**config.mk**
```make
export PLATFORM = sky130hd
export DESIGN_NAME = regfile_write_arbiter
export DESIGN_NICKNAME = d
export VERILOG_FILES = /design/src/rtl/regfile_write_arbiter.sv
export SDC_FILE = /design/constraint.sdc
export NUM_CORES = 1
export LEC_CHECK = 0
export ABC_AREA = 0
export CORE_MARGIN = 2
export CORE_UTILIZATION = 37
export DETAILED_ROUTE_END_ITERATION = 6
export HOLD_SLACK_MARGIN = 0.06
export PLACE_DENSITY = 0.87
export SETUP_SLACK_MARGIN = 0.1
export SLEW_MARGIN = 20
export SYNTH_ARGS = -nofsm -noshare
export SYNTH_HDL_FRONTEND = slang
export SYNTH_SLANG_ARGS = --single-unit
```
**constraint.sdc**
```tcl
create_clock -name clk -period 2.1 [get_ports clk]
set_input_delay 0.42 -clock clk [delete_from_list [all_inputs] [get_ports clk]]
set_output_delay 0.42 -clock clk [all_outputs]
set_load 0.05 [all_outputs]
```
**src/rtl/regfile_write_arbiter.sv**
```systemverilog
// Round-robin arbiter sharing the register file write port (WE3/A3/WD3)
// among NREQ writeback requesters; one grant per cycle, registered output stage.

// Per-requester eligibility: valid and at or after the round-robin pointer.
module rfwa_lane #(
  parameter int IW  = 2,
  parameter int IDX = 0
) (
  input  logic [IW-1:0] ptr_i,
  input  logic          valid_i,
  output logic          upper_o
);
  assign upper_o = valid_i && (IW'(IDX) >= ptr_i);
endmodule

module regfile_write_arbiter #(
  parameter int NREQ = 3,
  parameter int DW   = 32,
  parameter int AW   = 5
) (
  input  logic                     clk,
  input  logic                     rst,
  input  logic [NREQ-1:0]          req_valid,
  input  logic [NREQ*AW-1:0]       req_addr,
  input  logic [NREQ*DW-1:0]       req_data,
  output logic [NREQ-1:0]          req_ready,
  input  logic                     wb_hold,
  output logic                     WE3,
  output logic [AW-1:0]            A3,
  output logic [DW-1:0]            WD3,
  output logic [$clog2(NREQ)-1:0]  grant_id
);
  localparam int IW = $clog2(NREQ);

  logic [IW-1:0]   rr_ptr_q, rr_ptr_d;
  logic            we3_q, we3_d;
  logic [AW-1:0]   a3_q, a3_d;
  logic [DW-1:0]   wd3_q, wd3_d;
  logic [IW-1:0]   gid_q, gid_d;

  logic [NREQ-1:0] upper;
  logic [NREQ-1:0] sel;
  logic [IW-1:0]   g_idx;
  logic            found;
  logic            hs;
  logic [AW-1:0]   g_addr;
  logic [DW-1:0]   g_data;

  genvar gi;
  generate
    for (gi = 0; gi < NREQ; gi++) begin : g_lane
      rfwa_lane #(.IW(IW), .IDX(gi)) u_lane (
        .ptr_i   (rr_ptr_q),
        .valid_i (req_valid[gi]),
        .upper_o (upper[gi])
      );
    end
  endgenerate

  // Requesters at/after the pointer win; otherwise wrap to the lowest index.
  always_comb begin
    sel   = (|upper) ? upper : req_valid;
    found = 1'b0;
    g_idx = '0;
    for (int i = 0; i < NREQ; i++) begin
      if (!found && sel[i]) begin
        found = 1'b1;
        g_idx = IW'(i);
      end
    end
  end

  assign hs = found && !wb_hold;

  always_comb begin
    req_ready = '0;
    if (hs) req_ready[g_idx] = 1'b1;
  end

  assign g_addr = req_addr[g_idx*AW +: AW];
  assign g_data = req_data[g_idx*DW +: DW];

  always_comb begin
    rr_ptr_d = rr_ptr_q;
    we3_d    = 1'b0;
    a3_d     = a3_q;
    wd3_d    = wd3_q;
    gid_d    = gid_q;
    if (hs) begin
      // Writes to $zero still complete the handshake but never enable WE3.
      we3_d    = (g_addr != '0);
      a3_d     = g_addr;
      wd3_d    = g_data;
      gid_d    = g_idx;
      rr_ptr_d = (g_idx == IW'(NREQ-1)) ? '0 : g_idx + IW'(1);
    end
  end

  always_ff @(posedge clk or posedge rst) begin
    if (rst) begin
      rr_ptr_q <= '0;
      we3_q    <= 1'b0;
      a3_q     <= '0;
      wd3_q    <= '0;
      gid_q    <= '0;
    end else begin
      rr_ptr_q <= rr_ptr_d;
      we3_q    <= we3_d;
      a3_q     <= a3_d;
      wd3_q    <= wd3_d;
      gid_q    <= gid_d;
    end
  end

  assign WE3      = we3_q;
  assign A3       = a3_q;
  assign WD3      = wd3_q;
  assign grant_id = gid_q;
endmodule

```
==> summary.txt, run 1 <==
Global routing
  • Initial antenna violation count: 0
  • Largest net degree at the start of global routing: 38
  • Vias in the first global route: around 2600
  • Total track usage: about a fifth
  • First-pass GRT wire length: ~12000 µm
  • GRT overflow: 0

Floorplanning
  • Die H: ~85 µm
  • Die area: between 0.007 and 0.008 mm²
  • Starting density of the core: around two fifths
  • Core area: approximately 0.0064 mm²
  • Row count: 29
  • Ports: 160
  • Width of the chip: 85.3 µm

Detailed routing
  • Iteration-0 DRC count of the detailed router: 132
  • DRT antenna net count: 0
  • Routed len/inst: roughly 16 µm
  • Vias: 2540
  • DRC Markers: 0
  • Via/cell ratio: about 5.3
  • Drt first pass iters: 4
  • WL final: ~8000 µm

Placed design
  • IO buf count: approximately 160
  • DP Area: ~0.0042 mm²
  • Place WS: -0.0676 ns
  • RePlAce Congestion: 0.840
  • Post-DP HPWL: ~6100 µm

STA
  • Minimum clock period: 1.95 ns
  • Layout Skew: 0.00273 ns
  • Min Hold Slack: about 0.46 ns
  • Fmax: between 500 and 600 MHz
  • Period utilization: slightly above 90%
  • Least-Margin Pin Slew: 0.537 ns
  • Hold Fails Final Rpt: 0
  • Setup Viol. Count Final: 0
  • Max-slew headroom: 64.1%
  • Count of pins over their slew limit: 0
  • RSZ-0062 raised after global routing: false
  • Final worst slack: approximately 0.15 ns

Clock network
  • CTS tree: done
  • Sink Count: 41
  • Clock slew at reported path FFs: approximately 0.08 ns
  • Root buf cell: clkbuf_8
  • Clock latency on the worst-skew pair: 0.28 ns
  • H-tree levels: 2
  • Cts hold-fix bufs: 0
  • CTS buffer count: 5
  • Clk buf depth: 2

Cells and area
  • # diodes: 0
  • # nets final: ~520
  • Cell area after layout: approximately 0.0043 mm²
  • Layout fillers: 525
  • Proportion of layout cells with a drive suffix above 1: 16.0%
  • Area Growth Syn to Fin: 77.6%

Synth
  • Yosys top cell area share: between 40% and 50%
  • Yosys reg bits: roughly 40
  • Asr flop ratio synth: 100%
  • Largest cells by area after synthesis: dfrtp_1 42%, mux2i_1 15%, o211ai_2 11%
  • Top FF cell, synth: dfrtp_1
  • Post-synth EDFFs: 0
  • Distinct cell type count after synthesis: 28
  • Top cells by count, synth: 41 x dfrtp_1, 39 x nand2_1, 37 x mux2i_1, 37 x nand3_1, 21 x o211ai_2
  • Ys Warns: 0
  • Most numerous cell in the Yosys netlist: dfrtp_1
  • Synth Cell Area: between 0.002 and 0.0025 mm²
  • Synthesized instance count: around 240
  • Yosys top cell by area: dfrtp_1
  • Post-Syn Nets: between 300 and 400
  • Share of the yosys chip area belonging to registers: around two fifths
  • Syn avg cell area: between 10 and 15 µm²

Critical path
  • Crit path arrival time: approximately 1.5 ns
  • Reg2reg end: WD3[19]$_DFFE_PP0P_
  • R2R setup slack: around 0.42 ns
  • Crit-path slowest cell: clkdlybuf4s50_1
  • Crit-path leading delay family: buffers and inverters
  • Worst path bufs/invs: 2
  • Startpoint type of the worst setup path: input port
  • Reg-to-Reg Start: grant_id[0]$_DFFE_PP0P_
  • R2r worst-path depth: 6
  • Cell breakdown of the critical path: clkdlybuf4s50_1, nor3b_2, clkbuf_16
  • Largest stage delay, worst path: 0.54 ns
  • Worst Path Required: around 1.7 ns
  • Worst Path Max Fanout: 5
  • Critical path capture point type: output port
  • Setup CP Type: input port to output port

Run status
  • Outcome: complete, no violations

Power
  • Pleak: roughly 0.0019 µW
  • Peak supply drop: 0.395 mV
  • Final Total Pwr: roughly 3200 µW
  • Pwr/cell area: 743 mW/mm²

Worst hold path
  • Worst Hold Class: input port to async pin

Run
  • Maximum capacitance violations: 0
==> registers in the layout, summed over array words and instances (netlist names) <==
name / count
A3: 5
WD3: 32
WE3: 1
grant_id: 2
rr_ptr_q: 1
==> cell families after synthesis <==
| kind of cell | share of synthesized area [%] |
|---|---|
| AOI/OAI and AO/OA | 19.7 |
| buffers and inverters | 5.78 |
| DFF | 41.9 |
| muxes | 15.1 |
| and+or+nand+nor | 17.4 |
==> layer usage <==
layer	share of wire [%]	vias up	track usage, %	wire length, µm
li1	-	1213	-	-
met1	37	1203	22.1	2870
met2	54	116	41.3	4180
met3	8.2	8	5.93	643
met4	1.4	0	4.76	106
met5	0	-	0	0
==> stage by stage <==
stage,util (%),cells,TNS (ns)
6_report,68.0,482,0
5_1_grt,68.0,482,0
4_1_cts,67.7,481,0
3_5_place_dp,65.9,473,-0.283
3_3_place_gp,65.9,473,-0.0104
2_1_floorplan,-,241,0
==> cell type report <==
cell class	instances	area (µm²)	share of cell area [%]
inverters	1	3.75	0.0864
clock inverters	1	5.00	0.115
flip-flops and latches	41	1030	23.7
well taps	77	96.3	2.22
multi-input cells	178	1320	30.4
clock buffers	7	96.3	2.22
repair buffers	177	1790	41.3
==> report_power, final <==
| part | internal [µW] | leakage [µW] | total [µW] | switching (µW) |
|---|---|---|---|---|
| Combinational | 685 | 0.00136 | 1640 | 953 |
| Clock | 297 | 0.0000542 | 558 | 261 |
| Sequential | 939 | 0.000502 | 1030 | 93.8 |
==> repair_timing <==
| action | in CTS | in global routing |
|---|---|---|
| setup endpoints to repair | 4 | 2 |
| pin swaps | 1 | 1 |
| gates cloned | 0 | 0 |
| buffers inserted | 0 | 1 |
| resized for setup | 8 | 8 |
==> how the worst max path moves through the flow <==
stage | start | slack [ns] | end | cells after the start
floorplan | grant_id[0]$_DFFE_PP0P_ | 0.14 | req_ready[2] | 3
global placement | req_valid[1] | -0.01 | req_ready[0] | 6
detailed placement | req_valid[1] | -0.07 | req_ready[0] | 6
CTS | grant_id[0]$_DFFE_PP0P_ | 0.07 | req_ready[2] | 4
global route | grant_id[0]$_DFFE_PP0P_ | 0.12 | req_ready[2] | 4
finish | wb_hold | 0.15 | req_ready[0] | 3
==> cell usage in the layout, fill, tap and decap left out, types with 2 or more instances in the layout <==
cell	netlist	final
a21o_1	3	3
a21oi_1	3	2
buf_12	0	5
buf_4	8	14
clkbuf_8	0	7
clkdlybuf4s50_1	0	152
dfrtp_1	41	39
dfrtp_2	0	2
dlygate4sd2_1	0	3
mux2i_1	37	37
nand2_1	39	39
nand3_1	37	37
nor2_2	0	3
nor3_1	2	2
o211ai_1	17	17
o211ai_2	21	20
==> worst register-to-register path, cell delays in order (launching register included) <==
cell and delay, ns:
dfrtp_2 0.47, nor2b_2 0.20, o31ai_4 0.26, buf_4 0.17, nand2_2 0.07, buf_12 0.19, o211ai_1 0.23
Power figures use the tool's default switching activity.
==> run 2: changes to the inputs <==
- CORE_ASPECT_RATIO: default -> 1.1
- GPL_TIMING_DRIVEN: default -> 0
==> run 2 against run 1 <==
  * Clock power up 36%
  * Combinational power about the same
  * Power up 6.8%
  * Largest power group unchanged
  * Register-to-register slack worse by 0.08 ns
  * Final area up 1.4%
  * Clock skew about the same
==> summary.txt, run 2 (same netlist as run 1, synthesis figures left out) <==
Run status
  • Outcome: complete, no violations

Cells and area
  • Proportion of layout cells with a drive suffix above 1: about 17%
  • Commonest non-fill, non-tap cell in the layout: clkdlybuf4s50_1
  • Multi-input gate area: 0.00132 mm²
  • Register area: a little over 0.001 mm²
  • Layout fillers: 514
  • # nets final: around 530
  • Area Growth Syn to Fin: 80.0%
  • # diodes: 0
  • Cell area after layout: between 0.004 and 0.005 mm²
  • Most frequent cells in the layout: 152 x clkdlybuf4s50_1, 39 x dfrtp_1, 39 x nand2_1
  • Max reg flops: 32

Floorplanning
  • Ports: 160
  • Row count: 31
  • Die area: 0.00728 mm²
  • Width of the chip: between 80 and 90 µm
  • Die H: 89.3 µm
  • Starting density of the core: a little under two fifths
  • Core area: 0.00648 mm²

STA
  • Fmax: between 500 and 600 MHz
  • Layout Skew: roughly 0.0023 ns
  • Least-Margin Pin Slew: 0.544 ns
  • Min Hold Slack: ~0.47 ns
  • Final worst slack: 0.138 ns
  • Hold Fails Final Rpt: 0
  • Period utilization: a little over 90%
  • Max-slew headroom: between 60% and 70%
  • Count of pins over their slew limit: 0
  • RSZ-0062 raised after global routing: true
  • Minimum clock period: between 1.5 and 2 ns
  • Setup Viol. Count Final: 0

Global routing
  • Largest net degree at the start of global routing: 23
  • Initial antenna violation count: 0
  • Vias in the first global route: 2570
  • First-pass GRT wire length: 12600 µm
  • Total track usage: 22.7%
  • GRT overflow: 0

Critical path
  • Most used cell along the critical path: buf_6
  • Crit-path leading delay family: buffers and inverters
  • Critical Path Start: req_valid[2]
  • Worst path bufs/invs: 3
  • Reg-to-Reg Start: grant_id[0]$_DFFE_PP0P_
  • Cell breakdown of the critical path: dlygate4sd2_1, a21oi_2, o211ai_2, buf_6, nor2_2, buf_6
  • Worst Path Required: 1.68 ns
  • Crit path arrival time: approximately 1.5 ns
  • Setup CP Type: input port to output port
  • Crit-path slowest cell: dlygate4sd2_1
  • Critical path capture point type: output port
  • Startpoint type of the worst setup path: input port
  • Largest stage delay, worst path: approximately 0.34 ns
  • Worst Path Max Fanout: 8

Clock network
  • Clock latency on the worst-skew pair: roughly 0.29 ns
  • Root buf cell: clkbuf_8
  • Sink Count: between 40 and 50
  • Clock slew at reported path FFs: 0.08 ns
  • Cts hold-fix bufs: 0
  • H-tree levels: 2
  • CTS tree: done
  • Clk buf depth: 2
  • CTS buffer count: 5

Detailed routing
  • Via/cell ratio: roughly 5.2
  • Drt first pass iters: 4
  • WL final: around 8400 µm
  • DRC Markers: 0
  • Vias: around 2600
  • Routed len/inst: between 15 and 20 µm
  • DRT antenna net count: 0
  • Iteration-0 DRC count of the detailed router: 86

Run
  • Maximum capacitance violations: 0

Placed design
  • Post-DP HPWL: 6300 µm
  • IO buf count: 159
  • RePlAce Congestion: 0.743
  • DP Area: 0.00418 mm²
  • Place WS: -0.833 ns

Worst hold path
  • Worst Hold Class: input port to async pin

Power
  • Peak supply drop: 0.358 mV
  • Pleak: roughly 0.002 µW
  • Pwr/cell area: 783 mW/mm²
## run 2: worst paths after layout
kind	slack (ns)	to	depth (start not counted)
setup reg to reg	0.34	WD3[25]$_DFFE_PP0P_	5
setup / recovery	0.14	req_ready[1]	6
min in group clk	0.48	WD3[29]$_DFFE_PP0P_	2
hold / removal	0.47	WD3[0]$_DFFE_PP0P_	2
hold reg to reg	0.48	WD3[29]$_DFFE_PP0P_	2
max in group asynchronous	1.15	WD3[10]$_DFFE_PP0P_	3
## run 2: stage by stage
step | total power (µW) | util [%] | TNS (ns) | cells
floorplan | 2010 | - | 0 | 241
detailed placement | 2670 | 64.5 | -7.52 | 483
global placement | 2640 | 64.1 | -14.97 | 482
CTS | 3450 | 66.9 | 0 | 493
finish | 3450 | 68.0 | 0 | 499
global route | 3600 | 68.0 | 0 | 499
## run 2: power by group
part	switching (µW)	total, µW	internal [µW]
Clock	288	761	473
Sequential	89.9	1030	939
Combinational	965	1660	694
Total	1340	3450	2110
## run 2: final cells by class
| cell class | count | share of cell area [%] |
|---|---|---|
| multi-input combinational | 178 | 30.0 |
| buffer | 21 | 3.21 |
| sequential | 41 | 23.4 |
| inverter | 1 | 0.0852 |
| clock inverter | 3 | 1.48 |
| clock buffer | 5 | 1.56 |
| timing repair buffer | 168 | 38.0 |
| tap | 82 | 2.33 |
## run 2: per-layer routing
metal	share of wire [%]	vias to the layer above	global-route usage (%)
li1	-	1239	-
met1	37	1252	26.4
met2	52	123	41.4
met3	10	4	6.46
met4	0.55	0	4.78
met5	0	-	0
## run 2: timing repair
item                       CTS  global route
gates resized for setup     27             9
buffers inserted             2             6
setup endpoints to repair    4             3
pin swaps                    2             1
==> run 3: changes to the inputs <==
- RECOVER_POWER: default -> 100
==> run 3 against run 2 <==
  * Via count grew 0.61%
  * Register-to-register slack is essentially flat
  * First-iteration DRC count grew 30%
  * Critical endpoint is now req_ready[2]
  * Fmax shrank 1.8%
  * Count of clock-buffer cells in the layout is the same
  * Critical path type is now register to output port
  * Sequential share of layout area grew 0.71 points
==> summary.txt, run 3 (same netlist as run 1, synthesis figures left out) <==
Critical path
  • Setup CP Type: register to output port
  • Worst Path Max Fanout: 8
  • Crit path arrival time: 1.58 ns
  • Worst Path Required: approximately 1.7 ns
  • Critical path capture point type: output port
  • Startpoint type of the worst setup path: register

Clock network
  • Clk buf depth: 2
  • CTS buffer count: 5
  • Root buf cell: clkbuf_8
  • H-tree levels: 2
  • Clock latency on the worst-skew pair: roughly 0.3 ns
  • Cts hold-fix bufs: 0
  • CTS tree: done
  • Sink Count: approximately 40
  • Clock slew at reported path FFs: 0.08 ns

Global routing
  • GRT overflow: 0
  • Vias in the first global route: ~2600
  • Grt met1 use: between 20% and 30%
  • Largest net degree at the start of global routing: 23
  • Met3 usage: ~6.5%
  • GRT met2 Usage: ~41%
  • First-pass GRT wire length: 12600 µm
  • Most Used Layer, Global Route: met2
  • Total track usage: a little under a quarter
  • Initial antenna violation count: 0

Cells and area
  • Non-Filler Instances: between 400 and 500
  • Cell area after layout: roughly 0.0043 mm²
  • Commonest non-fill, non-tap cell in the layout: clkdlybuf4s50_1
  • Most frequent cells in the layout: 112 x clkdlybuf4s50_1, 40 x dlygate4sd3_1, 39 x dfrtp_1, 39 x nand2_1
  • # diodes: 0
  • Area Growth Syn to Fin: 74.6%
  • Proportion of layout cells with a drive suffix above 1: ~12%
  • # nets final: roughly 530
  • Max reg flops: 32

Run status
  • Outcome: complete, no violations

Detailed routing
  • Via/cell ratio: around 5.3
  • Drt first pass iters: 4
  • Routed len/inst: roughly 17 µm
  • DRT antenna net count: 0
  • DRC Markers: 0
  • Iteration-0 DRC count of the detailed router: 112
  • WL final: between 8000 and 9000 µm
  • Vias: 2634

STA
  • Setup Viol. Count Final: 0
  • Layout Skew: 0.00183 ns
  • Period utilization: 95.1%
  • Count of pins over their slew limit: 0
  • RSZ-0062 raised after global routing: true
  • Fmax: 501 MHz
  • Hold Fails Final Rpt: 0
  • Setup tns final: 0 ns
  • Minimum clock period: approximately 2.0 ns
  • Final worst slack: around 0.10 ns
  • Least-Margin Pin Slew: 0.803 ns
  • Max-slew headroom: about 46%

Floorplanning
  • Starting density of the core: a little under two fifths
  • Core area: 0.00648 mm²
  • Row count: 31
  • Ports: 160
  • Die area: 0.00728 mm²
  • Width of the chip: slightly above 80 µm
  • Die H: approximately 89 µm

Worst hold path
  • Worst Hold Class: register to register

Placed design
  • Post-DP HPWL: 6300 µm
  • Post-Place Cells: slightly below 500
  • Place WS: -0.833 ns
  • DP Area: approximately 0.0042 mm²
  • IO buf count: approximately 160
  • RePlAce Congestion: 0.743

Power
  • Peak supply drop: approximately 0.35 mV
  • Pleak: between 0.0015 and 0.002 µW
  • Pwr/cell area: a little under 800 mW/mm²

Run
  • Maximum capacitance violations: 0
==> run 3: final cells by class <==
type | instances | area (µm²)
Timing Repair Buffer | 168 | 1650
Clock inverter | 3 | 65.1
Inverter | 1 | 3.75
Fill cell | 537 | 2200
Multi-Input combinational cell | 178 | 1220
Clock buffer | 5 | 68.8
Sequential cell | 41 | 1030
Tap cell | 82 | 103
Buffer | 21 | 140
==> run 3: repair_timing <==
| item | 4_1_cts | 5_1_grt |
|---|---|---|
| setup endpoints to repair | 4 | 3 |
| buffers inserted | 2 | 6 |
| pin swaps | 2 | 1 |
| gates resized for setup | 27 | 9 |
==> run 3: metrics by stage <==
step,total power [µW],utilization [%],hold slack [ns]
finish,3340,66.0,0.492
global route,3490,66.0,0.511
CTS,3450,66.9,0.479
detailed placement,2670,64.5,0.468
global placement,2640,64.1,0.460
floorplan,2010,-,0.544
==> run 3: final timing paths <==
path / startpoint / end / slack (ns) / cells after the start
worst max-delay path: grant_id[0]$_DFFE_PP0P_ / req_ready[2] / 0.10 / 4
worst min-delay path: grant_id[1]$_DFFE_PP0P_ / grant_id[1]$_DFFE_PP0P_ / 0.49 / 1
worst max register to register: grant_id[0]$_DFFE_PP0P_ / WD3[25]$_DFFE_PP0P_ / 0.35 / 5
worst min register to register: grant_id[1]$_DFFE_PP0P_ / grant_id[1]$_DFFE_PP0P_ / 0.49 / 1
max in group asynchronous: rst / WD3[10]$_DFFE_PP0P_ / 0.36 / 3
min in group asynchronous: rst / WD3[0]$_DFFE_PP0P_ / 0.71 / 2
==> run 3: layer usage <==
layer  share of wire, %  up-vias
li1                   -     1237
met4                1.2        0
met3                 10       11
met5                  0        -
met2                 51      125
met1                 38     1261
==> run 3: report_power, final <==
part           internal [µW]  switching [µW]
clock                    473             294
sequential               938            83.3
combinational            615             939
==> run 3: critical path: stages, from the launching register on <==
cell	delay, ns
dfrtp_2	0.48
nor2b_4	0.17
o31ai_4	0.34
nor2_4	0.07
clkbuf_4	0.22
